`src/rtl/npc_pkg.sv`:
```
// Shared definitions for the load/store path.
//   DATA_WIDTH / NUM_LANES : datapath width and byte-lane count (32-bit only)
//   F3_*                   : RV32I load/store width/sign encodings
//   state_e                : mem_access_unit FSM states
//   mem_op_t               : one latched memory op
//   f3_illegal()           : funct3 values the unit refuses (faults without bus access)
package npc_pkg;

  localparam int DATA_WIDTH = 32;
  localparam int NUM_LANES  = DATA_WIDTH / 8;

  localparam logic [2:0] F3_LB  = 3'b000;
  localparam logic [2:0] F3_LH  = 3'b001;
  localparam logic [2:0] F3_LW  = 3'b010;
  localparam logic [2:0] F3_LBU = 3'b100;
  localparam logic [2:0] F3_LHU = 3'b101;

  typedef enum logic [1:0] {
    IDLE = 2'd0,
    REQ  = 2'd1,
    WAIT = 2'd2,
    DONE = 2'd3
  } state_e;

  typedef struct packed {
    logic [DATA_WIDTH-1:0] addr;
    logic [DATA_WIDTH-1:0] wdata;
    logic                  wen;
    logic [2:0]            funct3;
  } mem_op_t;

  // Unsigned widths only exist for loads; 011/110/111 are never valid.
  function automatic logic f3_illegal(input logic [2:0] f3, input logic wen);
    return (f3 != F3_LB) && (f3 != F3_LH) && (f3 != F3_LW) &&
           (f3 != F3_LBU) && (f3 != F3_LHU) ||
           (wen && f3[2]);
  endfunction

endpackage

```
`src/rtl/mem_access_unit_if.sv`:
```
// Data-memory bus between mem_access_unit (master) and the memory (slave).
//   mem_req_valid/mem_req_ready : request handshake; addr/wen/wdata/wstrb are the payload
//   mem_resp_valid              : load data or store acknowledge, with mem_rdata/mem_resp_err
interface mem_access_unit_if;
  import npc_pkg::*;

  logic                  mem_req_valid;
  logic                  mem_req_ready;
  logic [DATA_WIDTH-1:0] mem_addr;
  logic                  mem_wen;
  logic [DATA_WIDTH-1:0] mem_wdata;
  logic [NUM_LANES-1:0]  mem_wstrb;
  logic                  mem_resp_valid;
  logic [DATA_WIDTH-1:0] mem_rdata;
  logic                  mem_resp_err;

  modport master (
    output mem_req_valid, mem_addr, mem_wen, mem_wdata, mem_wstrb,
    input  mem_req_ready, mem_resp_valid, mem_rdata, mem_resp_err
  );

  modport slave (
    input  mem_req_valid, mem_addr, mem_wen, mem_wdata, mem_wstrb,
    output mem_req_ready, mem_resp_valid, mem_rdata, mem_resp_err
  );

endinterface

```
`src/rtl/lsu_align.sv`:
```
// Combinational byte-lane steering for the load/store unit.
//   addr_lo, funct3, wen : op descriptor (low address bits, width/sign, store flag)
//   wdata                : raw store data (rs2)
//   rdata                : raw word from memory
//   fault                : op must not reach the bus (illegal funct3, or misaligned
//                          when MISALIGN_TRAP_EN is defined)
//   st_wdata, st_wstrb   : lane-replicated store data and byte enables (0 for loads)
//   ld_data              : selected and extended load data (0 for stores)
// Misaligned ops that are not trapped are naturally aligned by dropping the
// offending low address bits.
module lsu_align
  import npc_pkg::*;
(
  input  logic [1:0]            addr_lo,
  input  logic [2:0]            funct3,
  input  logic                  wen,
  input  logic [DATA_WIDTH-1:0] wdata,
  input  logic [DATA_WIDTH-1:0] rdata,
  output logic                  fault,
  output logic [DATA_WIDTH-1:0] st_wdata,
  output logic [NUM_LANES-1:0]  st_wstrb,
  output logic [DATA_WIDTH-1:0] ld_data
);
  logic [1:0]                 size, off;
  logic                       sgn;
  logic [NUM_LANES-1:0][7:0]  wl, rl;
  logic [7:0]                 ld_b;
  logic [15:0]                ld_h;

  assign size = funct3[1:0];
  assign sgn  = ~funct3[2];

  // Byte offset after natural alignment.
  always_comb begin
    case (size)
      2'b00:   off = addr_lo;
      2'b01:   off = {addr_lo[1], 1'b0};
      default: off = 2'b00;
    endcase
  end

  for (genvar i = 0; i < NUM_LANES; i++) begin : g_lane
    assign wl[i] = (size == 2'b00) ? wdata[7:0] :
                   (size == 2'b01) ? wdata[8*(i%2) +: 8] : wdata[8*i +: 8];
    assign st_wstrb[i] = wen && ((size == 2'b00) ? (off == 2'(i)) :
                                 (size == 2'b01) ? (off[1] == 1'(i/2)) : 1'b1);
  end

  assign st_wdata = wen ? wl : '0;

  assign rl   = rdata;
  assign ld_b = rl[off];
  assign ld_h = off[1] ? rdata[31:16] : rdata[15:0];

  always_comb begin
    ld_data = '0;
    if (!wen) begin
      case (size)
        2'b00:   ld_data = {{24{sgn & ld_b[7]}}, ld_b};
        2'b01:   ld_data = {{16{sgn & ld_h[15]}}, ld_h};
        default: ld_data = rdata;
      endcase
    end
  end

`ifdef MISALIGN_TRAP_EN
  assign fault = f3_illegal(funct3, wen) ||
                 ((size == 2'b01) && addr_lo[0]) ||
                 ((size == 2'b10) && (addr_lo != 2'b00));
`else
  assign fault = f3_illegal(funct3, wen);
`endif

endmodule

```
`src/rtl/mem_access_unit.sv`:
```
// Load/store stage: accepts one op from execute, runs a single valid/ready
// transaction on the data-memory bus and returns one result to write-back.
// Ports:
//   clk, rst_n                    : clock, async active-low reset
//   req_valid/req_ready           : op handshake (ready only in IDLE, low in reset)
//   req_addr/wdata/wen/funct3     : effective address, store data, store flag, width
//   resp_valid/resp_rdata/resp_err: one-cycle completion pulse with result
//   mem (mem_access_unit_if.master): data-memory bus
// Build option: MISALIGN_TRAP_EN -- misaligned halves/words fault instead of being
// naturally aligned.
module mem_access_unit
  import npc_pkg::*;
(
  input  logic                  clk,
  input  logic                  rst_n,
  input  logic                  req_valid,
  output logic                  req_ready,
  input  logic [DATA_WIDTH-1:0] req_addr,
  input  logic [DATA_WIDTH-1:0] req_wdata,
  input  logic                  req_wen,
  input  logic [2:0]            req_funct3,
  output logic                  resp_valid,
  output logic [DATA_WIDTH-1:0] resp_rdata,
  output logic                  resp_err,
  mem_access_unit_if.master     mem
);
  state_e                state_q, state_d;
  mem_op_t               op_q;
  logic                  idle, accept, fault, in_req;
  logic [1:0]            al_addr_lo;
  logic [2:0]            al_funct3;
  logic                  al_wen;
  logic [DATA_WIDTH-1:0] al_wdata, st_wdata, ld_data, rdata_q;
  logic [NUM_LANES-1:0]  st_wstrb;
  logic                  err_q;

  assign idle      = (state_q == IDLE);
  assign req_ready = rst_n && idle;
  assign accept    = req_valid && req_ready;
  assign in_req    = (state_q == REQ);

  // In IDLE the aligner judges the incoming op (fault decision at accept);
  // afterwards it steers the latched op.
  assign al_addr_lo = idle ? req_addr[1:0] : op_q.addr[1:0];
  assign al_funct3  = idle ? req_funct3    : op_q.funct3;
  assign al_wen     = idle ? req_wen       : op_q.wen;
  assign al_wdata   = idle ? req_wdata     : op_q.wdata;

  lsu_align u_align (
    .addr_lo  (al_addr_lo),
    .funct3   (al_funct3),
    .wen      (al_wen),
    .wdata    (al_wdata),
    .rdata    (mem.mem_rdata),
    .fault    (fault),
    .st_wdata (st_wdata),
    .st_wstrb (st_wstrb),
    .ld_data  (ld_data)
  );

  always_comb begin
    state_d = state_q;
    case (state_q)
      IDLE:    if (accept) state_d = fault ? DONE : REQ;
      REQ:     if (mem.mem_req_ready) state_d = WAIT;
      WAIT:    if (mem.mem_resp_valid) state_d = DONE;
      DONE:    state_d = IDLE;
      default: state_d = IDLE;
    endcase
  end

  always_ff @(posedge clk or negedge rst_n) begin
    if (!rst_n) begin
      state_q <= IDLE;
      op_q    <= '0;
      rdata_q <= '0;
      err_q   <= 1'b0;
    end else begin
      state_q <= state_d;
      if (accept)
        op_q <= '{addr: req_addr, wdata: req_wdata, wen: req_wen, funct3: req_funct3};
      if (accept && fault) begin
        err_q <= 1'b1;
      end else if ((state_q == WAIT) && mem.mem_resp_valid) begin
        rdata_q <= ld_data;
        err_q   <= mem.mem_resp_err;
      end else if (state_q == DONE) begin
        // result is only visible in DONE; clear for the next IDLE
        rdata_q <= '0;
        err_q   <= 1'b0;
      end
    end
  end

  assign resp_valid = (state_q == DONE);
  assign resp_rdata = rdata_q;
  assign resp_err   = err_q;

  // Payload is driven only while requesting so the bus idles at zero.
  assign mem.mem_req_valid = in_req;
  assign mem.mem_addr      = in_req ? {op_q.addr[DATA_WIDTH-1:2], 2'b00} : '0;
  assign mem.mem_wen       = in_req && op_q.wen;
  assign mem.mem_wdata     = in_req ? st_wdata : '0;
  assign mem.mem_wstrb     = in_req ? st_wstrb : '0;

endmodule

```
`src/flat_wrapper.sv`:
```
// flat-port wrapper written by rule: the top's interface ports become plain ports
module mem_access_unit_flat import npc_pkg::*;
  (clk, rst_n, req_valid, req_ready, req_addr, req_wdata, req_wen, req_funct3, resp_valid, resp_rdata, resp_err, mem_mem_req_valid, mem_mem_addr, mem_mem_wen, mem_mem_wdata, mem_mem_wstrb, mem_mem_req_ready, mem_mem_resp_valid, mem_mem_rdata, mem_mem_resp_err);
  mem_access_unit_if mem_i ();
  input  logic clk;
  input  logic rst_n;
  input  logic req_valid;
  output logic req_ready;
  input  logic [DATA_WIDTH-1:0] req_addr;
  input  logic [DATA_WIDTH-1:0] req_wdata;
  input  logic req_wen;
  input  logic [2:0] req_funct3;
  output logic resp_valid;
  output logic [DATA_WIDTH-1:0] resp_rdata;
  output logic resp_err;
  output wire logic [$bits(mem_i.mem_req_valid)-1:0] mem_mem_req_valid;
  output wire logic [$bits(mem_i.mem_addr)-1:0] mem_mem_addr;
  output wire logic [$bits(mem_i.mem_wen)-1:0] mem_mem_wen;
  output wire logic [$bits(mem_i.mem_wdata)-1:0] mem_mem_wdata;
  output wire logic [$bits(mem_i.mem_wstrb)-1:0] mem_mem_wstrb;
  input wire logic [$bits(mem_i.mem_req_ready)-1:0] mem_mem_req_ready;
  input wire logic [$bits(mem_i.mem_resp_valid)-1:0] mem_mem_resp_valid;
  input wire logic [$bits(mem_i.mem_rdata)-1:0] mem_mem_rdata;
  input wire logic [$bits(mem_i.mem_resp_err)-1:0] mem_mem_resp_err;
  assign mem_mem_req_valid = mem_i.mem_req_valid;
  assign mem_mem_addr = mem_i.mem_addr;
  assign mem_mem_wen = mem_i.mem_wen;
  assign mem_mem_wdata = mem_i.mem_wdata;
  assign mem_mem_wstrb = mem_i.mem_wstrb;
  assign mem_i.mem_req_ready = mem_mem_req_ready;
  assign mem_i.mem_resp_valid = mem_mem_resp_valid;
  assign mem_i.mem_rdata = mem_mem_rdata;
  assign mem_i.mem_resp_err = mem_mem_resp_err;
  mem_access_unit u_core (.clk(clk), .rst_n(rst_n), .req_valid(req_valid), .req_ready(req_ready), .req_addr(req_addr), .req_wdata(req_wdata), .req_wen(req_wen), .req_funct3(req_funct3), .resp_valid(resp_valid), .resp_rdata(resp_rdata), .resp_err(resp_err), .mem(mem_i));
endmodule
```
`config.mk`:
```
export PLATFORM = sky130hd
export DESIGN_NAME = mem_access_unit_flat
export DESIGN_NICKNAME = d
export VERILOG_FILES = /design/src/rtl/npc_pkg.sv /design/src/rtl/mem_access_unit_if.sv /design/src/rtl/lsu_align.sv /design/src/rtl/mem_access_unit.sv /design/src/flat_wrapper.sv
export SDC_FILE = /design/constraint.sdc
export NUM_CORES = 1
export LEC_CHECK = 0
export ABC_CLOCK_PERIOD_IN_PS = 2300
export BUFFER_PORTS_ARGS = -buffer_cell sky130_fd_sc_hd__buf_2
export CAP_MARGIN = 20
export CORE_MARGIN = 8
export CORE_UTILIZATION = 39
export CTS_CLUSTER_DIAMETER = 80
export DETAILED_ROUTE_END_ITERATION = 10
export PLACE_DENSITY = 0.76
export SKIP_LAST_GASP = 1
export SLEW_MARGIN = 20
export SYNTH_ARGS = -nofsm -noshare
export SYNTH_HDL_FRONTEND = slang
export SYNTH_SLANG_ARGS = --single-unit
```
`constraint.sdc`:
```
create_clock -name clk -period 2.3 [get_ports clk]
set_clock_uncertainty 0.05 [all_clocks]
set_input_delay 0.23 -clock clk [delete_from_list [all_inputs] [get_ports clk]]
set_output_delay 0.23 -clock clk [all_outputs]
set_load 0.02 [all_outputs]
```
==> PnR_summary.wiki <==
{| class="wikitable"
! Metric !! Value
|-
| Run status || finished, violations left
|-
| Violated checks || DRC, setup timing
|-
| Cell type of the slowest stage on the worst timing path || or3b_4
|-
| Top-Level Pins || between 200 and 250
|-
| Count of final max-slew check failures || 0
|-
| Final antenna-violating net count || 0
|-
| Data arrival at the endpoint of the critical path || 2750 ps
|-
| Grt ovf || 0
|-
| Vias per std cell || 5.821
|-
| PD cells || 1579 nW/um2
|-
| Routed WL || 22100 um
|-
| Starting utilization of the core area || 0.3920
|-
| Post-Route Hold Slack || 51.17 ps
|-
| Number of sinks on the clock net || roughly 100
|-
| Clock-pin slew on the worst setup and hold paths || 70 ps
|-
| Number of buffers created by CTS || 9
|-
| Critical path data required time || 2480 ps
|-
| Core Util, Final || 0.6170
|-
| Die ar. || 18480 um2
|-
| Clock tree from TritonCTS || yes
|-
| Number of max-capacitance violations reported || 0
|-
| Max transition margin || 0.5064
|-
| Type of element capturing the critical path || flip-flop
|-
| Final worst-path cycle share || 1.116
|-
| Number of global-route vias before repair || 5682
|-
| Delay of the slowest cell on the worst path || 400 ps
|-
| Actual slew at the worst max-slew pin || ~740 ps
|-
| CP top delay family || compound AO/OA/AOI/OAI gates
|-
| Worst skew pair latency || 350 ps
|-
| Number of synthesized flops with an enable pin || 0
|-
| Crit path setup slack, layout || -266.3 ps
|-
| Die width || between 100 and 150 um
|-
| DRC violation total after the first TritonRoute iteration || 507
|-
| Layout cells sized above 1 || 0.6284
|-
| Detailed placement HPWL || 14260 um
|-
| Type of the tightest min-delay check || input pin to flip-flop
|-
| Peak clock frequency supported by timing || between 300 and 400 MHz
|-
| Fraction of the yosys area taken by sequential cells || 0.4593
|-
| Netlist Area Pre-Place || about 5600 um2
|-
| Post-synthesis cell count || 523
|-
| Cell row count || 44
|-
| Total of fill cells in the finished design || about 1100
|-
| Number of hold-slack violations in the final timing report || 0
|-
| R2R Setup Slk || -270 ps
|-
| Area taken by multi-input logic gates || 3430 um2
|-
| Count of TritonRoute iterations in the first routing pass || 8
|-
| Sum of buffers and inverters on the critical path || 3
|-
| Synth Flop Type || dfrtp_1
|-
| Post-synth ARST share || 1.000
|-
| H-tree depth || 3
|-
| Overall fraction of global-route tracks in use || 0.2121
|-
| Detailed-route via count || 5804
|-
| DRC violation count after routing || 1
|-
| Unrepaired setup endpoints after global routing || true
|-
| Post-Syn Area per Cell || about 11 um2
|-
| Final critical-path required period || 2566 ps
|-
| Max VDD drop || between 0.0005 and 0.0006 V
|-
| Setup Crit Path Kind || flip-flop to flip-flop
|-
| Number of antenna violations at the first check in global routing || 3
|-
| Cell at the root of the clock tree || clkbuf_16
|-
| FF+latch count, synth || 103
|-
| Maximum buffer depth of the clock tree || 2
|-
| Core region area || 14310 um2
|-
| Relative area change from synthesis to final layout || 57.37%
|-
| LEAKAGE || approximately 4.3 nW
|-
| Reg area || approximately 2600 um2
|-
| Critical path cell sequence || inv_2, ha_4, buf_12, buf_6, or3b_4, and3_4, o211a_4, o31a_4, a221o_1
|-
| Wire per inst || 22.17 um
|-
| Distinct cells, synth || 49
|-
| Vertical die dimension || 136.0 um
|-
| Number of buffers inserted by port buffering || 208
|-
| Final estimated routing congestion in global placement || 0.9241
|-
| Largest driver fanout on the critical path || 8
|-
| Pin count of the biggest net entering global routing || 70
|-
| Startpoint type of the worst setup path || flip-flop
|-
| Number of nets in the layout || 916
|-
| First-pass GRT wire length || 30710 um
|-
| Yosys synthesis warning count || 0
|-
| Number of setup violations in the final report || 64
|}
==> timing repair <==
item | in CTS | in global routing
endpoints found under the setup margin | 58 | 66
hold buffers | 1 | 0
gates resized for setup | 91 | 70
gates cloned | 3 | 6
hold endpoints to repair | 9 | 0
pin swaps | 21 | 30
buffers inserted | 12 | 21
==> layout by cell type, fill, tap and decap left out, drive strengths merged, types with 2 or more instances in the layout <==
cell,instances
nor3b,2
a22o,9
diode,3
ha,4
o31a,2
inv,19
a21oi,20
bufinv,2
nand3,3
mux2i,18
nand4,4
conb,2
and3,6
o32ai,3
a221o,16
o21ai,21
dfrtp,103
buf,303
mux2,76
o31ai,9
or2,4
nor2,14
nor3,22
clkbuf,13
nand3b,4
and2,34
o211ai,5
nand2,31
clkinv,2
a211oi,16
a31oi,4
a22oi,9
a221oi,17
==> power breakdown <==
part / internal (mW) / leakage (nW) / total [mW] / switching [mW]
clock: 0.957 / 0.152 / 1.68 / 0.724
combinational: 4.25 / 2.86 / 8.98 / 4.73
sequential: 2.73 / 1.28 / 3.29 / 0.562
==> worst register-to-register path: stages (launching register included) <==
cell	delay, ps
dfrtp_1	370
inv_2	60
ha_4	180
buf_12	140
buf_6	110
or3b_4	400
and3_4	190
o211a_4	270
o31a_4	380
a221o_1	290
==> per-stage QoR <==
step	cell area (um2)	total power, mW	TNS (ps)	std cells	setup slack, ps
after detailed placement	7385	9.910	-419.3	938	-50.98
after CTS	8212	12.49	-7913	969	-215.8
after floorplan	5762	7.460	-106.0	524	-27.87
after global placement	7385	9.759	0	938	8.471
final	8831	13.95	-9854	997	-266.3
after global routing	8828	14.61	-14550	996	-351.4
==> sequential cells by signal (all words and copies together) (netlist names) <==
name / flops
u_core.op_q: 68
u_core.state_q: 2
u_core.resp_rdata: 32
u_core.resp_err: 1
==> synth_stat cells, drive strengths merged (2+ instances only) <==
cell type  count  area, um2
dfrtp        103       2577
mux2          76      855.8
and2          33      206.5
nand2         31      116.4
clkbuf        28      105.1
nor3          22      115.1
o21ai         21      105.1
a21oi         20      100.1
inv           18      67.56
mux2i         18      180.2
a221oi        17      148.9
a211oi        16      125.1
a221o         16      160.2
nor2          14      52.55
buf           13      83.82
a22o           9      78.83
a22oi          9      67.56
o31ai          9      67.56
and3           6      42.54
o211ai         5      37.54
a31oi          4      25.02
ha             4      50.05
nand3b         4      30.03
nand4          4      25.02
or2            4      25.03
nand3          3      15.01
o32ai          3      26.28
nor3b          2      20.02
==> per-layer routing <==
| layer | GRT usage | vias to the layer above | share of wire |
|---|---|---|---|
| met4 | 0.1074 | 2 | 0.037 |
| met5 | 0 | - | 0.00059 |
| met2 | 0.3408 | 349 | 0.49 |
| li1 | - | 2525 | - |
| met1 | 0.2582 | 2859 | 0.38 |
| met3 | 0.05543 | 69 | 0.090 |
==> cell type report <==
cell class	count	share of cell area
inverter	18	0.007651
clock inverter	6	0.01063
sequential	103	0.2919
timing repair buffer	310	0.2491
multi-input combinational	364	0.3884
tap	184	0.02607
antenna	3	0.0008501
clock buffer	9	0.02550
==> cells by family (layout without fill, tap and decap cells) <==
kind of cell	Yosys count	count (layout)	synth area share
adder cells (fa/ha/maj)	4	4	0.008919
flip-flops	103	103	0.4593
AND/OR/NAND/NOR	126	127	0.1197
other	1	5	0.0006683
AO/OA/AOI/OAI	136	137	0.1810
multiplexers	94	94	0.1846
buffers and inverters	59	343	0.04571
==> path summary, 6_finish.rpt <==
kind | from | endpoint | cells past startpoint
worst max-delay path | u_core.state_q[0] | u_core.resp_rdata[17] | 9
worst min-delay path | req_addr[18] | u_core.op_q[54] | 2
worst max register to register | u_core.state_q[0] | u_core.resp_rdata[17] | 9
worst min register to register | u_core.op_q[46] | u_core.op_q[46] | 1
max in group asynchronous | rst_n | u_core.op_q[43] | 4
min in group asynchronous | rst_n | u_core.state_q[0] | 2
No activity file was read; power rests on OpenSTA's default activity.
